<file path="src/rtl/weight_load_ctrl_if.sv">
// weight_load_ctrl_if: stream-in handshake plus weight-buffer write port of weight_load_ctrl
interface weight_load_ctrl_if #(
  parameter int WEIGHT_ADDR_COL = 3,
  parameter int WEIGHT_ADDR_ROW = 5,
  parameter int DATA_WIDTH      = 8
);
  logic                       load_start;
  logic                       in_valid;
  logic [DATA_WIDTH-1:0]      in_data;
  logic                       in_ready;
  logic                       weight_write_en;
  logic [WEIGHT_ADDR_ROW-1:0] weight_wr_row;
  logic [WEIGHT_ADDR_COL-1:0] weight_wr_col;
  logic [DATA_WIDTH-1:0]      weight_wr_data;
  logic                       load_busy;
  logic                       load_done;
  logic                       weight_valid;
  modport master (
    output load_start, in_valid, in_data,
    input  in_ready, weight_write_en, weight_wr_row, weight_wr_col, weight_wr_data,
           load_busy, load_done, weight_valid
  );
  modport slave (
    input  load_start, in_valid, in_data,
    output in_ready, weight_write_en, weight_wr_row, weight_wr_col, weight_wr_data,
           load_busy, load_done, weight_valid
  );
endinterface

</file>
<file path="src/rtl/weight_load_ctrl.sv">
// weight_load_ctrl: turns a valid/ready weight stream into row-major weight-buffer writes
module weight_load_ctrl #(
  parameter int WEIGHT_SIZE_COL = 7,
  parameter int WEIGHT_SIZE_ROW = 28,
  parameter int WEIGHT_ADDR_COL = 3,
  parameter int WEIGHT_ADDR_ROW = 5,
  parameter int DATA_WIDTH      = 8
) (
  input logic               clk,
  input logic               reset,
  weight_load_ctrl_if.slave bus
);
  typedef enum logic {IDLE, LOAD} state_t;
  state_t                     r_state, w_next;
  logic [WEIGHT_ADDR_ROW-1:0] r_row, r_wr_row;
  logic [WEIGHT_ADDR_COL-1:0] r_col, r_wr_col;
  logic [DATA_WIDTH-1:0]      r_wr_data;
  logic                       r_we, r_done, r_valid;
  logic                       w_start, w_accept, w_last_col, w_last;
  always_comb begin
    w_start    = (r_state == IDLE) & bus.load_start;
    w_accept   = (r_state == LOAD) & bus.in_valid;
    w_last_col = r_col == WEIGHT_ADDR_COL'(WEIGHT_SIZE_COL - 1);
    w_last     = w_accept & w_last_col & (r_row == WEIGHT_ADDR_ROW'(WEIGHT_SIZE_ROW - 1));
    w_next     = w_start ? LOAD : w_last ? IDLE : r_state;
  end
  always_ff @(posedge clk or posedge reset) begin
    if (reset) r_state <= IDLE;
    else r_state <= w_next;
  end
  always_ff @(posedge clk or posedge reset) begin
    if (reset) begin
      r_row     <= '0;
      r_col     <= '0;
      r_we      <= 1'b0;
      r_wr_row  <= '0;
      r_wr_col  <= '0;
      r_wr_data <= '0;
      r_done    <= 1'b0;
      r_valid   <= 1'b0;
    end else begin
      r_we   <= w_accept;
      r_done <= w_last;
      if (w_accept) begin
        r_wr_row  <= r_row;
        r_wr_col  <= r_col;
        r_wr_data <= bus.in_data;
      end
      if (w_start || w_last) begin
        r_row <= '0;
        r_col <= '0;
      end else if (w_accept) begin
        r_col <= w_last_col ? '0 : r_col + WEIGHT_ADDR_COL'(1);
        r_row <= w_last_col ? r_row + WEIGHT_ADDR_ROW'(1) : r_row;
      end
      if (w_last) r_valid <= 1'b1;
      else if (w_start) r_valid <= 1'b0;
    end
  end
  assign bus.in_ready        = r_state == LOAD;
  assign bus.load_busy       = r_state == LOAD;
  assign bus.weight_write_en = r_we;
  assign bus.weight_wr_row   = r_wr_row;
  assign bus.weight_wr_col   = r_wr_col;
  assign bus.weight_wr_data  = r_wr_data;
  assign bus.load_done       = r_done;
  assign bus.weight_valid    = r_valid;
endmodule

</file>
<file path="src/flat_wrapper.sv">
// flat-port wrapper written by rule: the top's interface ports become plain ports
module weight_load_ctrl_flat 
#(
  parameter int WEIGHT_SIZE_COL = 7,
  parameter int WEIGHT_SIZE_ROW = 28,
  parameter int WEIGHT_ADDR_COL = 3,
  parameter int WEIGHT_ADDR_ROW = 5,
  parameter int DATA_WIDTH      = 8
)
  (clk, reset, bus_load_start, bus_in_valid, bus_in_data, bus_in_ready, bus_weight_write_en, bus_weight_wr_row, bus_weight_wr_col, bus_weight_wr_data, bus_load_busy, bus_load_done, bus_weight_valid);
  weight_load_ctrl_if #(.WEIGHT_ADDR_COL(WEIGHT_ADDR_COL), .WEIGHT_ADDR_ROW(WEIGHT_ADDR_ROW), .DATA_WIDTH(DATA_WIDTH)) bus_i ();
  input logic clk;
  input logic reset;
  input wire logic [$bits(bus_i.load_start)-1:0] bus_load_start;
  input wire logic [$bits(bus_i.in_valid)-1:0] bus_in_valid;
  input wire logic [$bits(bus_i.in_data)-1:0] bus_in_data;
  output wire logic [$bits(bus_i.in_ready)-1:0] bus_in_ready;
  output wire logic [$bits(bus_i.weight_write_en)-1:0] bus_weight_write_en;
  output wire logic [$bits(bus_i.weight_wr_row)-1:0] bus_weight_wr_row;
  output wire logic [$bits(bus_i.weight_wr_col)-1:0] bus_weight_wr_col;
  output wire logic [$bits(bus_i.weight_wr_data)-1:0] bus_weight_wr_data;
  output wire logic [$bits(bus_i.load_busy)-1:0] bus_load_busy;
  output wire logic [$bits(bus_i.load_done)-1:0] bus_load_done;
  output wire logic [$bits(bus_i.weight_valid)-1:0] bus_weight_valid;
  assign bus_i.load_start = bus_load_start;
  assign bus_i.in_valid = bus_in_valid;
  assign bus_i.in_data = bus_in_data;
  assign bus_in_ready = bus_i.in_ready;
  assign bus_weight_write_en = bus_i.weight_write_en;
  assign bus_weight_wr_row = bus_i.weight_wr_row;
  assign bus_weight_wr_col = bus_i.weight_wr_col;
  assign bus_weight_wr_data = bus_i.weight_wr_data;
  assign bus_load_busy = bus_i.load_busy;
  assign bus_load_done = bus_i.load_done;
  assign bus_weight_valid = bus_i.weight_valid;
  weight_load_ctrl #(.WEIGHT_SIZE_COL(WEIGHT_SIZE_COL), .WEIGHT_SIZE_ROW(WEIGHT_SIZE_ROW), .WEIGHT_ADDR_COL(WEIGHT_ADDR_COL), .WEIGHT_ADDR_ROW(WEIGHT_ADDR_ROW), .DATA_WIDTH(DATA_WIDTH)) u_core (.clk(clk), .reset(reset), .bus(bus_i));
endmodule
</file>
<file path="config.mk">
export PLATFORM = sky130hd
export DESIGN_NAME = weight_load_ctrl_flat
export DESIGN_NICKNAME = d
export VERILOG_FILES = /design/src/rtl/weight_load_ctrl_if.sv /design/src/rtl/weight_load_ctrl.sv /design/src/flat_wrapper.sv
export SDC_FILE = /design/constraint.sdc
export NUM_CORES = 1
export LEC_CHECK = 0
export ABC_AREA = 1
export CORE_MARGIN = 5
export CORE_UTILIZATION = 43
export CTS_CLUSTER_DIAMETER = 120
export DETAILED_ROUTE_END_ITERATION = 12
export PLACE_DENSITY = 0.75
export SYNTH_ARGS = -nofsm -noshare
export SYNTH_HDL_FRONTEND = slang
export SYNTH_SLANG_ARGS = --single-unit
export TNS_END_PERCENT = 30
</file>
<file path="constraint.sdc">
create_clock -name clk -period 1.1 [get_ports clk]
set_input_delay 0.275 -clock clk [delete_from_list [all_inputs] [get_ports clk]]
set_output_delay 0.275 -clock clk [all_outputs]
set_load 0.02 [all_outputs]
</file>
# Word-level counts from Yosys, hierarchy flattened
# Cells that the tools add are included.
# classes
n_eq_ne	2
n_addsub	2
n_mul	0
muxes	10
magnitude_cmp	0
n_div	0
shifts	0
reduce_logical	5
bitwise	5
# op_table
cell	n
$mux 5	3
$mux 3	3
$reduce_bool 2->1	3
$add 5x1->5 const B	1
$eq 5x5->1 const B	1
$and 1x1->1	4
$mux 1	4
$add 3x1->3 const B	1
$eq 3x3->1 const B	1
$reduce_and 2->1	1
$logic_or 1x1->1	1
$not 1->1	1
# totals
regBits	28
latchBits	0
mem_bits_rw	0
mem_bits_ro	0
mem_count	0
wordCells	33
in_bits	12

# Longest topological paths before layout
# logic_depth
ltp_word	6
depth_mapped	7
mapped_depth_nobuf	7

# Least setup slack after synthesis
# No wires, ideal clock.
# synth_path
path_type	register -> register
start	register u_core.r_state (netlist: u_core.bus.in_ready)
end	register u_core.r_row[2]
path_buffers	0
arrival_ns	1.010
required_time_ns	0.982
path_stages_with_launch	6
slack_ns	-0.028
path_cell_list	dfrtp_1 > nand2_4 > nor2_4 > nand3_4 > nand4_1 > nand2_1
# synth_via
elab_chain_cells	6
# synth_rtl
item	line	source
start: declaration	weight_load_ctrl.sv:14	state_t r_state, w_next;
start signal: assignment	weight_load_ctrl.sv:29	else r_state <= w_next;
$and 1x1->1	weight_load_ctrl.sv:22	w_accept = (r_state == LOAD) & bus.in_valid;
$and 1x1->1 (2 in a row)	weight_load_ctrl.sv:24	w_last = w_accept & w_last_col & (r_row == WEIGHT_ADDR_ROW'(WEIGHT_SIZE_ROW - 1));
$logic_or 1x1->1	weight_load_ctrl.sv:49	if (w_start || w_last) begin
$reduce_bool 2->1 (no line)	--	
$reduce_and 2->1 (no line)	--	
end signal: assignment	weight_load_ctrl.sv:54	r_row <= w_last_col ? r_row + WEIGHT_ADDR_ROW'(1) : r_row;
end: declaration	weight_load_ctrl.sv:15	logic [WEIGHT_ADDR_ROW-1:0] r_row, r_wr_row;
# Parallel ways exist; a longest one is shown, timed or not.
# A chain may end at the register's enable or synchronous reset.

# Worst setup path in the final report
# layout_path
start	register u_core.r_state (netlist: u_core.bus.in_ready)
end	register u_core.r_row[1]
# The elaborated chain is that of the path after synthesis.

==> flow_metrics.env <==
export IMPL_status="finished, violations left"
export IMPL_violations="negative setup slack"
export IMPL_p_leak_nw=0.960
export IMPL_setup_tns_ns=-1.73
export IMPL_power_frac_seq=0.436
export IMPL_syn_avg_cell_area_um2=9.32
export IMPL_yosysWarnings=0
export IMPL_viasPerCell=5.08
export IMPL_synth_area_um2=1280
export IMPL_fp_row_count=19
export IMPL_gr_usage_met1=0.162
export IMPL_regToRegEndpoint="u_core.r_row[1]$_DFFE_PP0P_"
export IMPL_setup_violations_final=31
export IMPL_synth_top_area_cell="dfrtp_1"
export IMPL_finalCritPeriodShare=1.12
export IMPL_synthFlopType="dfrtp_1"
export IMPL_synth_top_cells_by_count="nand2_1 (52), dfrtp_1 (28), inv_1 (6), nand3_1 (6)"
export IMPL_fmax_mhz=815
export IMPL_nFillCells=217
export IMPL_ctsLongestPathBuffers=2
export IMPL_place_gp_congestion=0.823
export IMPL_regArea_um2=702
export IMPL_nets=204
export IMPL_max_cap_violations=0
export IMPL_netSwitchingPower_w=0.00123
export IMPL_ys_ff_latch=28
export IMPL_critPathArrivalTime_ns=1.50
export IMPL_vias=1123
export IMPL_root_buffer="clkbuf_4"
export IMPL_internal_power_w=0.00212
export IMPL_finalWirelength_mm=3.17
export IMPL_final_cell_count_no_fill=221
export IMPL_dp_hpwl_mm=2.06
export IMPL_detail_route_antenna_nets=0
export IMPL_wl_per_cell_um=14.3
export IMPL_multi_input_area_um2=558
export IMPL_path_cells="buf_6 > inv_6 > nand2_8 > nand2_4 > nand2_4 > inv_2 > nand4_1 > nand2_1"
export IMPL_yosys_top_cells_area="dfrtp_1 (55%), nand2_1 (15%), nand2_4 (4.4%), buf_6 (2.6%), nor2_4 (2.6%)"
export IMPL_drtIter0Drc=56
export IMPL_pre_cts_ws_ns=-0.286
export IMPL_grt_usage=0.143
export IMPL_syn_to_final_growth_pct=49.4
export IMPL_grt_use_met2=0.258
export IMPL_synth_nets=150
export IMPL_synth_seq_area_share=0.548
export IMPL_initial_utilization=0.455
export IMPL_min_period_ns=1.23
export IMPL_slowest_stage="dfrtp_2"
export IMPL_cts_tree="built"
export IMPL_port_buffers=32
export IMPL_diodes=0
export IMPL_reg2reg_slack_ns=-0.13
export IMPL_synth_edf_count=0
export IMPL_fin_skew_ns=0.00298
export IMPL_rr_startpoint="u_core.bus.in_ready$_DFFE_PP0N_"
export IMPL_synthArstFlopShare=1.00
export IMPL_die_h_um=64.5
export IMPL_vdd_drop_max_uv=787
export IMPL_yosysUniqueCellTypes=21
export IMPL_startpoint_type="flop"
export IMPL_crit_path_max_fanout=6
export IMPL_synth_most_common_cell="nand2_1"
export IMPL_worst_pin_slew_ns=0.204
export IMPL_grt_pass1_vias=1056
export IMPL_drive_gt1_frac=0.416
export IMPL_busiest_layer="met2"
export IMPL_grt_overflow=0
export IMPL_ioPinCount=33
export IMPL_p_sw_frac=0.367
export IMPL_htreeDepth=1
export IMPL_worst_path_most_repeated_cell="nand2_4"
export IMPL_synth_top_area_share=0.548
export IMPL_hp_class="in2async"
export IMPL_p_per_area_nw_per_um2=1750
export IMPL_cts_num_sinks=28
export IMPL_dieWidth_um=64.5
export IMPL_r2r_cells=8
export IMPL_grt_pass1_wl_mm=4.74
export IMPL_report_final_slew_viol_count=0
export IMPL_critical_path_class="reg2reg"
export IMPL_end_kind="flop"
export IMPL_slowest_delay_ns=0.46
export IMPL_dieArea_um2=4160
export IMPL_drc_errors=0
export IMPL_core_area_um2=2810
export IMPL_firstDrtPassIters=4
export IMPL_clock_latency_ns=0.32
export IMPL_rsz0062_at_grt="true"
export IMPL_dp_cells=208
export IMPL_path_clk_slew_ns=0.15
export IMPL_synth_cells=137
export IMPL_hold_viol=0
export IMPL_power_frac_comb=0.415
export IMPL_grt_max_degree=29
export IMPL_final_setup_worst_slack_ns=-0.128
export IMPL_p_clk_frac=0.148
export IMPL_required_ns=1.37
export IMPL_met3_usage=0.0466
export IMPL_max_slew_margin=0.864
export IMPL_antenna_found_initial=0
export IMPL_cts_buffers=3
-- worst max-delay path by stage --
stage	start	end	slack (ns)	cells past startpoint
after floorplan	u_core.r_row[0]$_DFFE_PP0P_	u_core.r_row[2]$_DFFE_PP0P_	0.004	6
after global placement	bus_in_valid	u_core.r_row[2]$_DFFE_PP0P_	-0.25	6
after detailed placement	bus_in_valid	u_core.r_row[2]$_DFFE_PP0P_	-0.29	6
after CTS	u_core.bus.in_ready$_DFFE_PP0N_	bus_in_ready	-0.10	1
after global routing	u_core.bus.in_ready$_DFFE_PP0N_	u_core.r_row[1]$_DFFE_PP0P_	-0.17	8
final	u_core.bus.in_ready$_DFFE_PP0N_	u_core.r_row[1]$_DFFE_PP0P_	-0.13	8
-- routing by layer --
layer | share of wire | vias up
li1 | - | 537
met1 | 0.42 | 533
met2 | 0.49 | 47
met3 | 0.082 | 6
met4 | 0.013 | 0
met5 | 0 | -
-- final cells by class --
type,count,area share
Clock buffer,4,0.0190
Inverter,12,0.0302
Multi-Input combinational cell,92,0.292
Sequential cell,28,0.368
Tap cell,31,0.0203
Timing Repair Buffer,54,0.270
-- state kept, by name, summed over array words and instances, names as in the netlist --
name                        flops
u_core.r_col                    3
u_core.bus.weight_wr_data       8
u_core.bus.weight_valid         1
u_core.r_row                    5
u_core.bus.weight_wr_row        5
u_core.bus.in_ready             1
u_core.bus.load_done            1
u_core.bus.weight_write_en      1
u_core.bus.weight_wr_col        3
-- repair_timing --
item | 4_1_cts | 5_1_grt
cloned | 0 | 1
endpoints found under the setup margin | 40 | 45
gates resized for setup | 110 | 24
buffers inserted | 5 | 3
hold buffers | 0 | 0
pin swaps | 1 | 6
-- worst max-delay path: cells and delay by family (launching register included) --
kind / cells / cell delay (ns)
flops: 1 / 0.46
simple gates: 5 / 0.43
buf+inv: 3 / 0.29
-- logic make-up (layout without fill, tap and decap cells) --
family | count (synthesis) | count (layout) | share of synthesized area
XOR/XNOR | 1 | 1 | 0.00686
flip-flops | 28 | 28 | 0.548
AND/OR/NAND/NOR | 79 | 79 | 0.317
adder cells (fa/ha/maj) | 1 | 1 | 0.00979
AO/OA/AOI/OAI | 11 | 11 | 0.0441
buffers and inverters | 17 | 70 | 0.0735
-- metrics by stage --
step	power [W]	utilization	cell area, um2	hold slack [ns]
after global placement	0.00255	0.612	1720	0.461
after CTS	0.00317	0.632	1770	0.273
after global routing	0.00353	0.680	1910	0.306
after floorplan	0.00208	-	1280	0.340
after detailed placement	0.00261	0.612	1720	0.464
final	0.00334	0.680	1910	0.267
-- power groups by stage --
stage                     Sequential (W)  Clock, W  Combinational, W
after floorplan                  0.00157         0          0.000513
after global placement           0.00143         0           0.00113
after detailed placement         0.00144         0           0.00117
after CTS                        0.00145  0.000507           0.00121
after global routing             0.00149  0.000551           0.00148
final                            0.00146  0.000496           0.00139
-- cells in the final DEF (no fill, tap or decap) --
cell type | netlist | final
nand2_1 | 52 | 45
dfrtp_1 | 28 | 27
buf_4 | 1 | 17
buf_6 | 3 | 14
clkdlybuf4s50_1 | 0 | 11
nand2_2 | 2 | 8
buf_2 | 1 | 8
inv_1 | 6 | 6
nand3_1 | 6 | 6
nor2_1 | 4 | 4
inv_2 | 5 | 4
nand2_4 | 5 | 4
o21ai_2 | 0 | 4
nand4_1 | 4 | 4
o21ai_0 | 5 | 4
nor2_4 | 3 | 3
clkbuf_4 | 0 | 3
nand2_8 | 0 | 2
nand3_4 | 1 | 2
o21ai_1 | 5 | 2
buf_12 | 0 | 2
inv_8 | 0 | 1
inv_6 | 0 | 1
nand3_2 | 2 | 1
xor2_1 | 1 | 1
o22ai_1 | 1 | 1
ha_4 | 0 | 1
clkbuf_8 | 0 | 1
clkbuf_16 | 0 | 1
buf_8 | 0 | 1
dfrtp_2 | 0 | 1
(Power assumes the default switching activity.)
